### src/rtl/dmem_arbiter.sv
// dmem_arbiter
//   Shares one data-memory read port and one write port between core 1 and
//   core 2. Each channel has its own round-robin pointer. A read tag pipeline
//   routes the returned data back to the core that issued the read, and
//   forwards write data when a read and a write to the same address issue in
//   the same cycle.
//
// Handshake: rreq_x/wreq_x are levels held by the core until the matching
//   rgnt_x/wgnt_x is seen high in the same cycle. A request and its grant
//   together form the transfer; the address/data are taken in that cycle.
//   rvalid_x is a one-cycle strobe with no back-pressure. stall_x tells the
//   core to hold its pipeline.
//
// Ports
//   clk, rst                  clock, synchronous active-high reset
//   rreq_x, raddr_x           read request / word address per core
//   rgnt_x                    read grant (combinational)
//   rvalid_x, rdata_x         read return strobe and data
//   wreq_x, waddr_x, wdata_x  write request / address / data per core
//   wgnt_x                    write grant (combinational)
//   stall_x                   core must hold its pipeline
//   mem_raddr                 {valid, address} to the mem read port
//   mem_rdata                 mem read data, READ_LAT after mem_raddr
//   mem_wen, mem_waddr, mem_wdata  mem write port
module dmem_arbiter #(
  parameter int READ_LAT = 2,
  parameter int AW       = 15
) (
  input  logic          clk,
  input  logic          rst,
  input  logic          rreq_1,
  input  logic [AW-1:0] raddr_1,
  output logic          rgnt_1,
  output logic          rvalid_1,
  output logic [15:0]   rdata_1,
  input  logic          rreq_2,
  input  logic [AW-1:0] raddr_2,
  output logic          rgnt_2,
  output logic          rvalid_2,
  output logic [15:0]   rdata_2,
  input  logic          wreq_1,
  input  logic [AW-1:0] waddr_1,
  input  logic [15:0]   wdata_1,
  output logic          wgnt_1,
  input  logic          wreq_2,
  input  logic [AW-1:0] waddr_2,
  input  logic [15:0]   wdata_2,
  output logic          wgnt_2,
  output logic          stall_1,
  output logic          stall_2,
  output logic [AW:0]   mem_raddr,
  input  logic [15:0]   mem_rdata,
  output logic          mem_wen,
  output logic [AW-1:0] mem_waddr,
  output logic [15:0]   mem_wdata
);

  // Per-read tag: valid, owner (0 = core 1, 1 = core 2), forward flag and
  // the write data captured when forwarding applies.
  typedef struct packed {
    logic        v;
    logic        own;
    logic        fwd;
    logic [15:0] d;
  } tag_t;

  logic          rr_r;   // 0 favours core 1 on the read channel
  logic          rr_w;   // 0 favours core 1 on the write channel
  logic          out_1;  // core 1 has a read in flight
  logic          out_2;  // core 2 has a read in flight
  logic          elig_1;
  logic          elig_2;
  logic          rd_go;
  logic          wr_go;
  logic [AW-1:0] rd_addr;
  logic [AW-1:0] wr_addr;
  logic [15:0]   wr_data;
  logic          fwd;
  logic [15:0]   ret_data;
  tag_t          iss_tag;             // tag for the read on mem_raddr now
  tag_t          pipe [READ_LAT];     // tag in flight until data returns
  tag_t          ret;

  assign ret = pipe[READ_LAT-1];

  always_comb begin
    rvalid_1 = ret.v & ~ret.own;
    rvalid_2 = ret.v & ret.own;
    ret_data = ret.fwd ? ret.d : mem_rdata;
    // mem_rdata is meaningless unless a tracked read returns now.
    rdata_1  = ret.v ? ret_data : 16'h0000;
    rdata_2  = ret.v ? ret_data : 16'h0000;
  end

  // A core whose read returns this cycle may be granted again at once.
  assign elig_1 = rreq_1 & (~out_1 | rvalid_1);
  assign elig_2 = rreq_2 & (~out_2 | rvalid_2);

  // Grants are held off during reset so no request is lost to the clear.
  always_comb begin
    rgnt_1 = ~rst & elig_1 & (~elig_2 | ~rr_r);
    rgnt_2 = ~rst & elig_2 & (~elig_1 | rr_r);
    wgnt_1 = ~rst & wreq_1 & (~wreq_2 | ~rr_w);
    wgnt_2 = ~rst & wreq_2 & (~wreq_1 | rr_w);
  end

  always_comb begin
    rd_go   = rgnt_1 | rgnt_2;
    wr_go   = wgnt_1 | wgnt_2;
    rd_addr = rgnt_2 ? raddr_2 : raddr_1;
    wr_addr = wgnt_2 ? waddr_2 : waddr_1;
    wr_data = wgnt_2 ? wdata_2 : wdata_1;
    // Same-cycle read/write to one address: the read must see the new data,
    // which the mem block would otherwise not return.
    fwd     = rd_go & wr_go & (rd_addr == wr_addr);
  end

  always_comb begin
    stall_1 = (rreq_1 & ~rgnt_1) | (wreq_1 & ~wgnt_1) | (out_1 & ~rvalid_1);
    stall_2 = (rreq_2 & ~rgnt_2) | (wreq_2 & ~wgnt_2) | (out_2 & ~rvalid_2);
  end

  always_ff @(posedge clk) begin
    if (rst) begin
      rr_r      <= 1'b0;
      rr_w      <= 1'b0;
      out_1     <= 1'b0;
      out_2     <= 1'b0;
      mem_raddr <= '0;
      mem_wen   <= 1'b0;
      mem_waddr <= '0;
      mem_wdata <= '0;
      iss_tag   <= '0;
      for (int i = 0; i < READ_LAT; i++) pipe[i] <= '0;
    end else begin
      if (rgnt_1)      rr_r <= 1'b1;
      else if (rgnt_2) rr_r <= 1'b0;
      if (wgnt_1)      rr_w <= 1'b1;
      else if (wgnt_2) rr_w <= 1'b0;

      out_1 <= rgnt_1 | (out_1 & ~rvalid_1);
      out_2 <= rgnt_2 | (out_2 & ~rvalid_2);

      mem_raddr <= {rd_go, (rd_go ? rd_addr : {AW{1'b0}})};
      mem_wen   <= wr_go;
      mem_waddr <= wr_go ? wr_addr : {AW{1'b0}};
      mem_wdata <= wr_go ? wr_data : 16'h0000;

      iss_tag.v   <= rd_go;
      iss_tag.own <= rgnt_2;
      iss_tag.fwd <= fwd;
      iss_tag.d   <= fwd ? wr_data : 16'h0000;

      pipe[0] <= iss_tag;
      for (int i = 1; i < READ_LAT; i++) pipe[i] <= pipe[i-1];
    end
  end

endmodule

### config.mk
export PLATFORM = sky130hd
export DESIGN_NAME = dmem_arbiter
export DESIGN_NICKNAME = d
export VERILOG_FILES = /design/src/rtl/dmem_arbiter.sv
export SDC_FILE = /design/constraint.sdc
export NUM_CORES = 1
export LEC_CHECK = 0
export CORE_MARGIN = 3
export CORE_UTILIZATION = 38
export CTS_CLUSTER_DIAMETER = 100
export DETAILED_ROUTE_END_ITERATION = 8
export PLACE_DENSITY = 0.77
export SLEW_MARGIN = 25
export SYNTH_ARGS = -nofsm -noshare
export SYNTH_HDL_FRONTEND = slang
export SYNTH_SLANG_ARGS = --single-unit
### constraint.sdc
create_clock -name clk -period 2 [get_ports clk]
set_input_delay 0.2 -clock clk [delete_from_list [all_inputs] [get_ports clk]]
set_output_delay 0.2 -clock clk [all_outputs]
set_load 0.02 [all_outputs]
==> impl_metrics.yaml <==
sta:
  finalWorstSetupSlack_ps: -370
  setup_violations: 19
  hold_ws_ps: 236
  fin_crit_sh_pct: 118
  tightestPinTransition_ps: 356
  grt_setup_unrepaired: "yes"
  fin_skew_ps: 8.32
  hold_viol: 0
  slew_headroom_pct: 75.6
  slew_violations: 0
  max_freq_ghz: 0.422
  period_needed_ps: 2370
placement:
  place_congestion: 0.925
  io_buffers: 201
  post-place-ws_ps: -714
  placed_cell_area_um2: 7050
  dpl.hpwl_um: 10400
final_layout:
  drive_above_1_share_pct: 28.6
  fin_util_pct: 73.1
  n_antenna_cell: 0
  n_fill_cell: 715
  fin_area_um2: 8130
  area_delta_synth_final_pct: 83.5
  nNetsFinal: 818
run_status:
  violations: "negative setup slack"
  status: "finished, violations left"
global_route:
  grt_pass1_vias: 4403
  antenna_found_initial: 0
  globalRouteTotalUtil_pct: 22.5
  grt_max_degree: 40
  grt_overflow: 0
  grt_pass1_wl_um: 23100
cts:
  clk_latency_ps: 350
  clkTransAtPathRegs_ps: 80
  h-tree-depth: 3
  cts_buffers: 9
  root_buffer: "clkbuf_16"
  clock_path_buffers: 2
  cts_tree: "done"
  ctsHoldBuffers: 0
  numClockSinks: 108
floorplanning:
  rows: 38
  num_io_pins: 202
  die_h_um: 114
  start_util_pct: 39.8
  die_area_um2: 13000
  dieWidth_um: 114
  core_um2: 11100
critical_path:
  critPathSlowestCell: "dfxtp_2"
  regToRegEndpoint: "iss_tag[8]$_SDFF_PP0_"
  crit_type: "flip-flop to flip-flop"
  path_buf_inv: 4
  start_kind: "flip-flop"
  worst_ep_required_time_ps: 2270
  slowest_delay_ps: 330
  rr_worst_depth: 11
  cpLargestDelayFamily: "simple AND/OR/NAND/NOR gates"
  cp_common_cell: "buf_12"
  worst-path-max-fanout: 8
  cp_cell_sequence: "nand2b_4, nor3b_4, buf_12, buf_12, mux2i_4, buf_4, a21boi_4, nor4_4, nand4_4, clkbuf_16, nor3_2"
  rr_startpoint: "rr_w$_SDFFE_PP0N_"
  reg2reg_slack_ps: -370
  endpoint_kind: "flip-flop"
  critical_path_arrival_ps: 2640
route:
  drt-wirelength-per-cell_um: 18.1
  vias: 4315
  drc: 0
  via_per_inst: 5.08
  routed_wl_um: 15400
  drt_iter0_drc: 183
  firstDrtPassIters: 4
  final_antenna_net_count: 0
power_and_ir_drop:
  power_density_nw_per_um2: 664
  total_leakage_power_uw: 0.00353
  peakVddDrop_uv: 440
run:
  max_cap_viol_count: 0
yosys:
  avgSynthCellArea_um2: 10.1
  ys_warn_count: 0
  ys.flop_type: "dfxtp_1"
  yosysSeqAreaShare_pct: 48.8
  synthDistinctLibCells: 42
  ys_seq_elements: 108
  async_reset_ff_share_pct: 0
  netlist_instances: 440
  synth_nets: 554
  syn_area_um2: 4430
  synth-edff-count: 0
hold_path:
  hold_path_startpoint: "rst"
  min_path_type: "input pin to flip-flop"
  hold_depth: 3
  hold_end: "rr_w$_SDFFE_PP0N_"
-- repair_timing --
action,4_1_cts,5_1_grt
pin swaps,6,14
resized for setup,82,56
setup buffers,9,10
endpoints found under the setup margin,24,39
cloned,6,3
-- cell type report --
cell class / instances / area (um2) / area share, %
Multi-Input combinational cell: 280 / 2440 / 30.0
Inverter: 8 / 30.0 / 0.369
Clock buffer: 9 / 225 / 2.77
Clock inverter: 7 / 88.8 / 1.09
Timing Repair Buffer: 297 / 3000 / 36.9
Sequential cell: 108 / 2170 / 26.7
Tap cell: 140 / 175 / 2.16
-- worst reg2reg max path, cell delays in order, from the launching register on --
cell and delay, ps:
dfxtp_2 330, nand2b_4 140, nor3b_4 160, buf_12 150
buf_12 140, mux2i_4 200, buf_4 150, a21boi_4 140
nor4_4 300, nand4_4 210, clkbuf_16 230, nor3_2 160
-- cell usage in the layout (no fill, tap or decap), types with 7 or more instances in the layout --
cell / instances
mux2i_4: 7
dlymetal6s2s_1: 17
nand3_2: 7
nor2_1: 34
dlygate4sd2_1: 15
o21ai_0: 9
buf_4: 75
nor3_2: 12
buf_12: 10
mux2i_1: 36
dfxtp_1: 105
a21oi_1: 21
a21boi_2: 7
clkbuf_16: 13
nand3_1: 7
and3_1: 14
nor2b_1: 55
inv_1: 7
a211oi_2: 8
clkdlybuf4s50_1: 163
-- kinds of logic after synthesis --
logic type | Yosys count | share of synthesized area [%]
and+or+nand+nor | 161 | 23.2
DFF | 108 | 48.8
AOI/OAI and AO/OA | 70 | 10.0
buffers and inverters | 54 | 7.37
muxes | 47 | 10.6
-- worst max-delay path by stage --
stage / start / endpoint / slack (ps) / depth (start not counted)
after floorplan: rr_w$_SDFFE_PP0N_ / iss_tag[10]$_SDFF_PP0_ / -50 / 10
after global placement: wreq_1 / iss_tag[15]$_SDFF_PP0_ / -550 / 11
after detailed placement: wreq_2 / iss_tag[4]$_SDFF_PP0_ / -710 / 10
after CTS: rr_w$_SDFFE_PP0N_ / iss_tag[5]$_SDFF_PP0_ / -320 / 11
after global routing: rr_w$_SDFFE_PP0N_ / iss_tag[11]$_SDFF_PP0_ / -500 / 10
final: rr_w$_SDFFE_PP0N_ / iss_tag[8]$_SDFF_PP0_ / -370 / 11
-- registers in the layout, indices dropped and copies added (netlist names) --
signal and flops:
mem_waddr 15, out_1 1, pipe 38, mem_wdata 16
rr_w 1, rr_r 1, mem_raddr 15, out_2 1
iss_tag 19, mem_wen 1
-- synthesized netlist by cell type, types with 8 or more instances --
cell type | count | area (um2)
nor2_1 | 35 | 131
clkbuf_1 | 15 | 56.3
inv_1 | 8 | 30.0
buf_4 | 20 | 150
nor3_2 | 9 | 90.1
mux2i_1 | 47 | 470
a21boi_1 | 9 | 67.6
dfxtp_1 | 108 | 2160
a211oi_1 | 14 | 105
o21ai_0 | 13 | 65.1
nor2b_1 | 55 | 344
a21oi_1 | 21 | 105
nand3_1 | 11 | 55.1
and3_1 | 15 | 93.8
-- layer usage --
| metal | part of all wire (%) | vias to the layer above | track usage, % |
|---|---|---|---|
| met5 | 0 | - | 0 |
| met4 | 4.8 | 0 | 10.6 |
| met3 | 6.7 | 52 | 4.46 |
| met2 | 51 | 199 | 38.7 |
| met1 | 37 | 2040 | 26.8 |
| li1 | - | 2024 | - |
-- report_power, final --
| group | leakage [uW] | internal [uW] | switching [uW] |
|---|---|---|---|
| logic | 0.00249 | 722 | 618 |
| clock network | 0.000152 | 902 | 901 |
| registers | 0.000883 | 2220 | 29.7 |
-- through the flow --
stage          std cells  setup TNS (ps)  total power (uW)
2_1_floorplan        440            -497              2800
3_3_place_gp         806          -11790              3410
3_5_place_dp         806          -13930              3430
4_1_cts              837           -4700              5360
5_1_grt              849           -8060              5590
6_report             849           -5840              5400
No activity file was read; power rests on OpenSTA's default activity.
